File: config.mk
export PLATFORM = sky130hd
export DESIGN_NAME = muldiv_arbiter_flat
export DESIGN_NICKNAME = d
export VERILOG_FILES = /design/src/rtl/muldiv_arbiter_pkg.sv /design/src/rtl/muldiv_arbiter_if.sv /design/src/rtl/muldiv_arbiter_rr.sv /design/src/rtl/muldiv_arbiter.sv /design/src/flat_wrapper.sv
export SDC_FILE = /design/constraint.sdc
export NUM_CORES = 1
export LEC_CHECK = 0
export ABC_AREA = 1
export CORE_MARGIN = 3
export CORE_UTILIZATION = 41
export DETAILED_ROUTE_END_ITERATION = 7
export GPL_TIMING_DRIVEN = 0
export PLACE_DENSITY = 0.8
export SLEW_MARGIN = 20
export SYNTH_ARGS = -nofsm -noshare
export SYNTH_HDL_FRONTEND = slang
export SYNTH_HIERARCHICAL = 1
export SYNTH_SLANG_ARGS = --single-unit
File: constraint.sdc
create_clock -name clk -period 3.7 [get_ports clk]
set_clock_uncertainty 0.1 [all_clocks]
set_input_delay 0.37 -clock clk [delete_from_list [all_inputs] [get_ports clk]]
set_output_delay 0.37 -clock clk [all_outputs]
set_load 0.05 [all_outputs]
File: src/rtl/muldiv_arbiter_pkg.sv
// Shared types and constants for the multiply/divide arbiter slice.
//   op_e             : command opcode (MUL / DIV)
//   state_e          : arbiter FSM state encoding
//   MIN_START_CYCLES : minimum number of cycles a unit start is held
package muldiv_arb_pkg;

  typedef enum logic {
    OP_MUL = 1'b0,
    OP_DIV = 1'b1
  } op_e;

  typedef enum logic [1:0] {
    IDLE  = 2'd0,
    ISSUE = 2'd1,
    WAIT  = 2'd2,
    RESP  = 2'd3
  } state_e;

  localparam int MIN_START_CYCLES = 2;

endpackage

File: src/rtl/muldiv_arbiter_if.sv
// Requester/response bus of the multiply/divide arbiter.
//   req_valid/req_ready : per-requester command handshake
//   req_op/req_a/req_b  : per-requester command fields
//   rsp_*               : single response channel back to the requesters
// Handshake rule for both channels: a transfer happens on the rising clock
// edge where valid and ready are both 1. The producer holds valid and its
// payload stable until that edge; ready may depend combinationally on valid.
// master = requester side, slave = arbiter side.
interface muldiv_arbiter_if #(
  parameter int NUM_REQ = 4,
  parameter int WIDTH   = 16
);
  localparam int ID_W = $clog2(NUM_REQ);

  logic [NUM_REQ-1:0]            req_valid;
  logic [NUM_REQ-1:0]            req_ready;
  logic [NUM_REQ-1:0]            req_op;
  logic [NUM_REQ-1:0][WIDTH-1:0] req_a;
  logic [NUM_REQ-1:0][WIDTH-1:0] req_b;

  logic                          rsp_valid;
  logic                          rsp_ready;
  logic [ID_W-1:0]               rsp_id;
  logic                          rsp_op;
  logic [2*WIDTH-1:0]            rsp_data;
  logic                          rsp_dz;

  modport master (
    output req_valid, req_op, req_a, req_b, rsp_ready,
    input  req_ready, rsp_valid, rsp_id, rsp_op, rsp_data, rsp_dz
  );

  modport slave (
    input  req_valid, req_op, req_a, req_b, rsp_ready,
    output req_ready, rsp_valid, rsp_id, rsp_op, rsp_data, rsp_dz
  );
endinterface

File: src/rtl/muldiv_arbiter_rr.sv
// Combinational round-robin picker.
//   req     : request vector
//   ptr     : index with highest priority this cycle
//   gnt     : one-hot grant (zero when no request)
//   gnt_idx : encoded grant index (0 when no request)
module rr_arbiter #(
  parameter  int N  = 4,
  localparam int IW = $clog2(N)
) (
  input  logic [N-1:0]  req,
  input  logic [IW-1:0] ptr,
  output logic [N-1:0]  gnt,
  output logic [IW-1:0] gnt_idx
);

  logic found;
  int   j;

  // Scan N positions starting at ptr, wrapping; first requester wins.
  always_comb begin
    gnt     = '0;
    gnt_idx = '0;
    found   = 1'b0;
    j       = 0;
    for (int i = 0; i < N; i++) begin
      j = int'(ptr) + i;
      if (j >= N) j = j - N;
      if (!found && req[j]) begin
        found   = 1'b1;
        gnt[j]  = 1'b1;
        gnt_idx = IW'(j);
      end
    end
  end

endmodule

File: src/rtl/muldiv_arbiter.sv
// Shares one sequential multiplier and one restoring divider between
// NUM_REQ requesters, one operation outstanding at a time.
//   clk, rst_n        : clock, asynchronous active-low reset
//   bus               : requester commands and response channel (slave side)
//   mul_start/div_start, mul_a/mul_b, div_dividend/div_divisor : unit drive
//   mul_prod, div_quotient, div_remainder, mul_ready, div_ready : unit results
//   fsm_state         : current FSM state (debug observation)
module muldiv_arbiter
  import muldiv_arb_pkg::*;
#(
  parameter int NUM_REQ = 4,
  parameter int WIDTH   = 16
) (
  input  logic               clk,
  input  logic               rst_n,
  muldiv_arbiter_if.slave    bus,
  output logic               mul_start,
  output logic               div_start,
  output logic [WIDTH-1:0]   mul_a,
  output logic [WIDTH-1:0]   mul_b,
  output logic [WIDTH-1:0]   div_dividend,
  output logic [WIDTH-1:0]   div_divisor,
  input  logic [2*WIDTH-1:0] mul_prod,
  input  logic [WIDTH-1:0]   div_quotient,
  input  logic [WIDTH-1:0]   div_remainder,
  input  logic               mul_ready,
  input  logic               div_ready,
  output state_e             fsm_state
);

  localparam int IW = $clog2(NUM_REQ);
  localparam logic [1:0] ISSUE_LAST = 2'(MIN_START_CYCLES - 1);

  state_e             state_q;
  logic [IW-1:0]      ptr_q;
  op_e                op_q;
  logic [IW-1:0]      id_q;
  logic [1:0]         issue_cnt;
  logic               rsp_valid_q;
  logic               rsp_dz_q;
  logic [2*WIDTH-1:0] rsp_data_q;

  logic [NUM_REQ-1:0] gnt;
  logic [IW-1:0]      gnt_idx;
  logic               any_req;
  logic               sel_ready;
  logic [IW-1:0]      ptr_next;
  logic [WIDTH-1:0]   gnt_a;
  logic [WIDTH-1:0]   gnt_b;
  op_e                gnt_op;

  rr_arbiter #(.N(NUM_REQ)) u_rr (
    .req     (bus.req_valid),
    .ptr     (ptr_q),
    .gnt     (gnt),
    .gnt_idx (gnt_idx)
  );

  assign any_req   = |bus.req_valid;
  assign gnt_a     = bus.req_a[gnt_idx];
  assign gnt_b     = bus.req_b[gnt_idx];
  assign gnt_op    = op_e'(bus.req_op[gnt_idx]);
  assign ptr_next  = (gnt_idx == IW'(NUM_REQ - 1)) ? '0 : gnt_idx + 1'b1;
  assign sel_ready = (op_q == OP_DIV) ? div_ready : mul_ready;

  // Grant is only visible while idle; any other state blocks all requesters.
  assign bus.req_ready = (state_q == IDLE) ? gnt : '0;
  assign bus.rsp_valid = rsp_valid_q;
  assign bus.rsp_id    = id_q;
  assign bus.rsp_op    = op_q;
  assign bus.rsp_data  = rsp_data_q;
  assign bus.rsp_dz    = rsp_dz_q;
  assign fsm_state     = state_q;

  always_ff @(posedge clk or negedge rst_n) begin
    if (!rst_n) begin
      state_q      <= IDLE;
      ptr_q        <= '0;
      op_q         <= OP_MUL;
      id_q         <= '0;
      issue_cnt    <= '0;
      rsp_valid_q  <= 1'b0;
      rsp_dz_q     <= 1'b0;
      rsp_data_q   <= '0;
      mul_start    <= 1'b0;
      div_start    <= 1'b0;
      mul_a        <= '0;
      mul_b        <= '0;
      div_dividend <= '0;
      div_divisor  <= '0;
    end else begin
      case (state_q)
        IDLE: begin
          if (any_req) begin
            ptr_q     <= ptr_next;
            op_q      <= gnt_op;
            id_q      <= gnt_idx;
            issue_cnt <= '0;
            if (gnt_op == OP_DIV && gnt_b == '0) begin
              // Divide-by-zero is answered locally without touching a unit.
              rsp_data_q  <= {gnt_a, {WIDTH{1'b1}}};
              rsp_dz_q    <= 1'b1;
              rsp_valid_q <= 1'b1;
              state_q     <= RESP;
            end else begin
              rsp_dz_q <= 1'b0;
              // Operands of a unit only change when that unit is started.
              if (gnt_op == OP_DIV) begin
                div_start    <= 1'b1;
                div_dividend <= gnt_a;
                div_divisor  <= gnt_b;
              end else begin
                mul_start <= 1'b1;
                mul_a     <= gnt_a;
                mul_b     <= gnt_b;
              end
              state_q <= ISSUE;
            end
          end
        end

        ISSUE: begin
          // Hold start for the minimum count and until the unit has
          // acknowledged by dropping ready, so a stale ready is not read
          // as completion.
          if (issue_cnt != ISSUE_LAST) begin
            issue_cnt <= issue_cnt + 2'd1;
          end else if (!sel_ready) begin
            mul_start <= 1'b0;
            div_start <= 1'b0;
            state_q   <= WAIT;
          end
        end

        WAIT: begin
          if (sel_ready) begin
            rsp_data_q  <= (op_q == OP_DIV) ? {div_remainder, div_quotient}
                                            : mul_prod;
            rsp_valid_q <= 1'b1;
            state_q     <= RESP;
          end
        end

        RESP: begin
          if (bus.rsp_ready) begin
            rsp_valid_q <= 1'b0;
            state_q     <= IDLE;
          end
        end

        default: state_q <= IDLE;
      endcase
    end
  end

endmodule

File: src/flat_wrapper.sv
// flat-port wrapper written by rule: the top's interface ports become plain ports
module muldiv_arbiter_flat import muldiv_arb_pkg::*;
#(
  parameter int NUM_REQ = 4,
  parameter int WIDTH   = 16
)
  (clk, rst_n, mul_start, div_start, mul_a, mul_b, div_dividend, div_divisor, mul_prod, div_quotient, div_remainder, mul_ready, div_ready, fsm_state, bus_req_valid, bus_req_op, bus_req_a, bus_req_b, bus_rsp_ready, bus_req_ready, bus_rsp_valid, bus_rsp_id, bus_rsp_op, bus_rsp_data, bus_rsp_dz);
  muldiv_arbiter_if #(.NUM_REQ(NUM_REQ), .WIDTH(WIDTH)) bus_i ();
  input  logic clk;
  input  logic rst_n;
  output logic mul_start;
  output logic div_start;
  output logic [WIDTH-1:0] mul_a;
  output logic [WIDTH-1:0] mul_b;
  output logic [WIDTH-1:0] div_dividend;
  output logic [WIDTH-1:0] div_divisor;
  input  logic [2*WIDTH-1:0] mul_prod;
  input  logic [WIDTH-1:0] div_quotient;
  input  logic [WIDTH-1:0] div_remainder;
  input  logic mul_ready;
  input  logic div_ready;
  output state_e fsm_state;
  input wire logic [$bits(bus_i.req_valid)-1:0] bus_req_valid;
  input wire logic [$bits(bus_i.req_op)-1:0] bus_req_op;
  input wire logic [$bits(bus_i.req_a)-1:0] bus_req_a;
  input wire logic [$bits(bus_i.req_b)-1:0] bus_req_b;
  input wire logic [$bits(bus_i.rsp_ready)-1:0] bus_rsp_ready;
  output wire logic [$bits(bus_i.req_ready)-1:0] bus_req_ready;
  output wire logic [$bits(bus_i.rsp_valid)-1:0] bus_rsp_valid;
  output wire logic [$bits(bus_i.rsp_id)-1:0] bus_rsp_id;
  output wire logic [$bits(bus_i.rsp_op)-1:0] bus_rsp_op;
  output wire logic [$bits(bus_i.rsp_data)-1:0] bus_rsp_data;
  output wire logic [$bits(bus_i.rsp_dz)-1:0] bus_rsp_dz;
  assign bus_i.req_valid = bus_req_valid;
  assign bus_i.req_op = bus_req_op;
  assign bus_i.req_a = bus_req_a;
  assign bus_i.req_b = bus_req_b;
  assign bus_i.rsp_ready = bus_rsp_ready;
  assign bus_req_ready = bus_i.req_ready;
  assign bus_rsp_valid = bus_i.rsp_valid;
  assign bus_rsp_id = bus_i.rsp_id;
  assign bus_rsp_op = bus_i.rsp_op;
  assign bus_rsp_data = bus_i.rsp_data;
  assign bus_rsp_dz = bus_i.rsp_dz;
  muldiv_arbiter #(.NUM_REQ(NUM_REQ), .WIDTH(WIDTH)) u_core (.clk(clk), .rst_n(rst_n), .bus(bus_i), .mul_start(mul_start), .div_start(div_start), .mul_a(mul_a), .mul_b(mul_b), .div_dividend(div_dividend), .div_divisor(div_divisor), .mul_prod(mul_prod), .div_quotient(div_quotient), .div_remainder(div_remainder), .mul_ready(mul_ready), .div_ready(div_ready), .fsm_state(fsm_state));
endmodule
### Word-level counts from Yosys, hierarchy flattened

Cells that the tools add are included.

* magnitude comparators: 13
* equal/unequal tests: 15
* reductions and logical operators: 26
* mux-type cells: 75
* bitwise logic cells: 5
* add/subtract/negate cells: 9

Operators by type and width (count)
* two-way mux 32 bit: 8
* greater-or-equal comparator 32 x 1 -> 1 bit (second input constant): 4
* < comparator 32 x 4 -> 1 bit (second input constant): 4
* binary-select mux 16 bit (select 2 bit): 2
* case mux 32 bit (2 select lines): 1
* two-way mux 16 bit: 2
* two-way mux 1 bit: 30
* two-way mux 2 bit: 13
* two-way mux 4 bit: 5
* logical NOT 16 bit: 1
* inequality test 2 bit (second input constant): 6
* bitwise OR 4 bit: 3
* AND reduction 4 bit: 3
* AND reduction 6 bit: 2
* subtractor 3 x 3 -> 4 bit (second input constant): 3
* binary-select mux 1 bit (select 2 bit): 5
* inequality test 2 x 1 -> 1 bit (second input constant): 5
* AND reduction 5 bit: 2
* greater-or-equal comparator 3 bit (second input constant): 3
* demux 1 bit (select 2 bit): 4
* logical AND 1 bit: 8
* case mux 2 bit (4 select lines): 1
* adder 2 x 2 -> 3 bit (second input constant): 2
* equality test 2 bit (second input constant): 3
* 17 further kinds: 23

* bits of input ports: 205
* word-level logic and storage cells: 157
* output and inout port bits: 109
* register bits: 109

### Longest topological paths before layout

* depth after elaboration: 22
* gate-level depth with buffers: 26
* mapped depth without buffers: 22

### By module

Netlist, hierarchy kept.

Modules (own cells, without submodules)
* muldiv_arbiter: sequential area each 2727.6 um^2, area an instance 5785.5 um^2, times used 1, cells each 787
* rr_arbiter: sequential area each 0.0 um^2, area an instance 514.2 um^2, times used 1, cells each 85

### Worst setup path after synthesis

Ideal clock, no wire load.

* path kind: register -> register
* start point: reg u_core.ptr_q[1]
* end point: reg u_core.rsp_data_q[0] (netlist: u_core/bus.rsp_data[0])
* arrival: 3175 ps
* path buffers: 3
* cell stages (with the launch flop): 26
* setup time: 119 ps
* period minus slack after synthesis: 3394 ps
* required time: 3481 ps
* setup slack: 306 ps
* cells stage by stage: dfrtp_1 > inv_1 > ha_1 > inv_1 > nand3_1 > nand2_1 > nand3_1 > nor2_1 > nor2_1 > nor2_1 > inv_2 > buf_6 > buf_4 > nand2_1 > nand3_1 > nand2_1 > nand2_1 > nor2_1 > nand2_1 > nor2_1 > nand2_1 > nand2_2 > nand2_2 > buf_2 > nand2_1 > nand2_1

* longest elaborated chain between the ends: 21
* elaborated cells between the ends (all ways): 48
* classes of those cells: add/sub: 7; order compare: 4; eq/ne: 1; mux: 27; reduce/logical: 9

Ends and longest elaborated chain
* start, declared: RTL line muldiv_arbiter.sv:35 `logic [IW-1:0] ptr_q;`
* start signal, assigned: RTL line muldiv_arbiter.sv:95 `ptr_q <= ptr_next;`
* parallel branches: the longest is 14 deep, another holds subtractor 3 x 3 -> 4 bit
* two-way mux 2 bit *: RTL line muldiv_arbiter_rr.sv:28 `if (!found && req[j]) begin`
* net u_core.gnt_idx[0]: RTL line muldiv_arbiter.sv:44 `logic [IW-1:0] gnt_idx;`
* binary-select mux 16 bit (select 2 bit): RTL line muldiv_arbiter.sv:61 `assign gnt_b = bus.req_b[gnt_idx];`
* two-way mux 16 bit (implied by the code): RTL line muldiv_arbiter.sv:61
* logical NOT 16 bit: RTL line muldiv_arbiter.sv:99 `if (gnt_op == OP_DIV && gnt_b == '0) begin`
* logical AND 1 bit *: RTL line muldiv_arbiter.sv:99
* inequality test 2 bit (no source line) *
* AND reduction 4 bit (no source line) *
* end signal, assigned: RTL line muldiv_arbiter.sv:101 `rsp_data_q <= {gnt_a, {WIDTH{1'b1}}};`
* end signal, assigned: RTL line muldiv_arbiter.sv:137 `rsp_data_q <= (op_q == OP_DIV) ? {div_remainder, div_quotient}`
* end, declared: RTL line muldiv_arbiter.sv:41 `logic [2*WIDTH-1:0] rsp_data_q;`

Mark *: on every way through the listed nets, which the timed path passes. The select of a mux whose other input is x is not followed.
A chain may end at the register's enable or synchronous reset.

### Final worst setup path

* start point: reg u_core.ptr_q[0]
* end point: reg u_core.rsp_data_q[3] (netlist: u_core/bus.rsp_data[3])

The elaborated chain is that of the path after synthesis.

==> flow_summary.yaml <==
floorplan:
  fp.dieH_um: 130
  core_area_um2: 14800
  rows: 44
  dieWidth_um: 130
  start_util: 0.427
  ioPinCount: 314
  fp.dieArea_um2: 16900
clock_tree:
  clock_path_buffers: 2
  clock_sinks: 109
  cts_buffers: 9
  clkTransAtPathRegs_ns: 0.07
  tritoncts: "done"
  htreeDepth: 3
  clockRootBuffer: "clkbuf_16"
  clk_latency_ns: 0.35
critical_path:
  cpMaxStageDelayCell: "dfrtp_2"
  crit_required_ns: 3.84
  worst-r2r-cell-count: 26
  endpoint_kind: "flop"
  worstPathArrival_ns: 3.67
  cp-start-kind: "flop"
  critPathBufInv: 7
  worstReg2RegEnd: "u_core/bus.rsp_data[3]"
  r2r_setup_slack_ns: 0.17
  critPathMaxStageDelay_ns: 0.39
  crit_family: "simple AND/OR/NAND/NOR gates"
  setup.worst_path.class: "flop to flop"
  crit_start: "u_core/ptr_q[0]"
  path_max_fanout: 13
  r2r_start: "u_core/ptr_q[0]"
synth:
  async_flop_share: 1.00
  synth-seq-cells: 109
  synth_top_area_frac: 0.433
  synth_cells: 872
  synth.net_count: 1091
  synth_top_area_cell: "dfrtp_1"
  ys_types: 33
  synth_ff_type: "dfrtp_1"
  synth_edf_count: 0
  yosys_warnings: 6
  yosys-top-cells-count: "346 x nand2_1, 109 x dfrtp_1, 109 x nand3_1, 71 x o21ai_0, 36 x nor2_1"
  synth.avg_cell_area_um2: 7.22
  ys_seq_area_frac: 0.433
  synth.most_common_cell: "nand2_1"
  ys_top_cells_by_area: "dfrtp_1 43%, nand2_1 21%, nand3_1 8.7%"
  synth_area_um2: 6300
grt:
  gr-total-overflow: 0
  grt_max_degree: 65
  grt_pass1_wl_mm: 37.3
  grt_pass1_vias: 6758
  grt_antenna_before_repair: 1
  grt_util_all_layers: 0.290
detailed_routing:
  wl_mm: 25.8
  first_iter_violations: 603
  drc_errors: 0
  via_count: 7346
  first_pass_iters: 6
  via_per_inst: 5.26
  antenna_left: 0
  detail_route.wl_per_cell_um: 18.5
cells_and_area:
  fill_cells: 1252
  n_antenna_cell: 0
  nNetsFinal: 1427
  postLayoutCoreUtil: 0.696
  syn_to_final_growth_pct: 63.1
  layout-drive-gt1-share: 0.0783
timing:
  slew_violations: 0
  tightest_slew_ns: 0.635
  setup_slack_ns: 0.173
  fin_crit_ns: 3.53
  fin_crit_sh: 0.953
  timing.final.hold_violations: 0
  setup_viol: 0
  fmax_mhz: 284
  slew_headroom: 0.577
min_path:
  worstHoldPathType: "flop to flop"
  whs_endpoint: "u_core/bus.rsp_data[17]"
  hold_start: "u_core/bus.rsp_data[17]"
  min_delay_path_depth: 2
status:
  status: "finished, final reports clean"
placement:
  detailedPlace.worstSlack_ns: -0.705
  port_buffers: 313
  post-dp-hpwl_mm: 20.2
  place_congestion: 0.974
job:
  max_cap_viol_count: 0
metal layers:
layer | routed length, um | part of all wire | up-vias | global-route usage
li1 | - | - | 3552 | -
met1 | 10200 | 0.39 | 3394 | 0.357
met2 | 12500 | 0.49 | 363 | 0.497
met3 | 2560 | 0.099 | 35 | 0.0941
met4 | 510 | 0.020 | 2 | 0.0733
met5 | 13 | 0.00050 | - | 0
worst register-to-register path, cell delays in order, from the launching register on:
cell and delay, ns:
dfrtp_2 0.39, buf_8 0.12, clkinv_8 0.08, ha_4 0.27, inv_2 0.08, nand3_1 0.09, nand2_2 0.12, nand3_2 0.09
nor2_2 0.13, nor2_1 0.07, nor2_4 0.15, inv_2 0.08, buf_6 0.15, buf_6 0.14, nand2_1 0.09, nand3_1 0.10
nand2_2 0.10, nand2_1 0.08, nor2_2 0.12, nand2_2 0.10, nor2_4 0.13, nand2_2 0.08, nand2_4 0.15, nand2_8 0.09
buf_2 0.17, nand2_1 0.06, nand2_1 0.06
registers in the layout, indices dropped and copies added (netlist names):
| register | flops |
|---|---|
| u_core/bus.rsp_data | 32 |
| u_core/div_dividend | 16 |
| u_core/div_divisor | 16 |
| u_core/mul_a | 16 |
| u_core/mul_b | 16 |
| u_core/bus.rsp_id | 2 |
| u_core/fsm_state | 2 |
| u_core/issue_cnt | 2 |
| u_core/ptr_q | 2 |
| u_core/bus.rsp_dz | 1 |
| u_core/bus.rsp_op | 1 |
| u_core/bus.rsp_valid | 1 |
| u_core/div_start | 1 |
| u_core/mul_start | 1 |
per-stage QoR:
step | instance area, um2 | hold slack (ns) | std cells | setup TNS, ns
4_1_cts | 10100 | 0.380 | 1392 | 0
2_1_floorplan | 6300 | -0.0256 | 872 | 0
6_report | 10300 | 0.380 | 1397 | 0
5_1_grt | 10300 | 0.403 | 1397 | -0.465
3_3_place_gp | 9660 | 0.354 | 1369 | -257.81
3_5_place_dp | 9690 | 0.224 | 1370 | -50.85
how the worst max path moves through the flow:
stage,endpoint,slack [ns],cells past startpoint
6_report,u_core/bus.rsp_data[3],0.17,26
5_1_grt,u_core/bus.rsp_data[11],-0.04,26
4_1_cts,u_core/bus.rsp_data[21],0.01,26
3_5_place_dp,u_core/bus.rsp_data[4],-0.71,25
3_3_place_gp,u_core/fsm_state[1],-1.94,1
2_1_floorplan,u_core/bus.rsp_data[0],0.31,25
area by class of cell:
cell class | count | area (um2) | share of cell area
inverters | 31 | 133 | 0.0129
multi-input cells | 675 | 3280 | 0.319
clock inverters | 6 | 93.8 | 0.00913
plain buffers | 56 | 324 | 0.0315
repair buffers | 326 | 3250 | 0.317
clock buffers | 10 | 229 | 0.0223
flip-flops and latches | 109 | 2730 | 0.266
well taps | 184 | 230 | 0.0224
repair_timing:
item                                    CTS  global route
endpoints found under the setup margin  102            98
endpoints found under the hold margin    45             0
resized for setup                        17            45
setup buffers                             5             5
gates cloned                              0             1
pin swaps                                 2            12
hold buffers                              1             0
placed cells by master (no fill, tap or decap), types with 5 or more instances in the layout:
cell,instances
a21oi_1,27
a32o_1,16
buf_2,8
buf_4,15
buf_6,9
clkbuf_1,24
clkbuf_16,9
clkbuf_2,6
clkdlybuf4s50_1,312
dfrtp_1,107
ha_1,13
inv_1,24
nand2_1,335
nand2_2,13
nand3_1,108
nor2_1,30
nor2_2,5
o21ai_0,71
o21ai_1,16
o22ai_1,17
cell families after synthesis:
| group | share of synthesized area |
|---|---|
| AND/OR/NAND/NOR | 0.335 |
| AO/OA/AOI/OAI | 0.143 |
| flip-flops | 0.433 |
| buffers and inverters | 0.0614 |
| adder cells (fa/ha/maj) | 0.0278 |
Power is left out: the tool's default activity adds up to more than one toggle a clock period on the data nets, which glitch-free logic cannot reach.
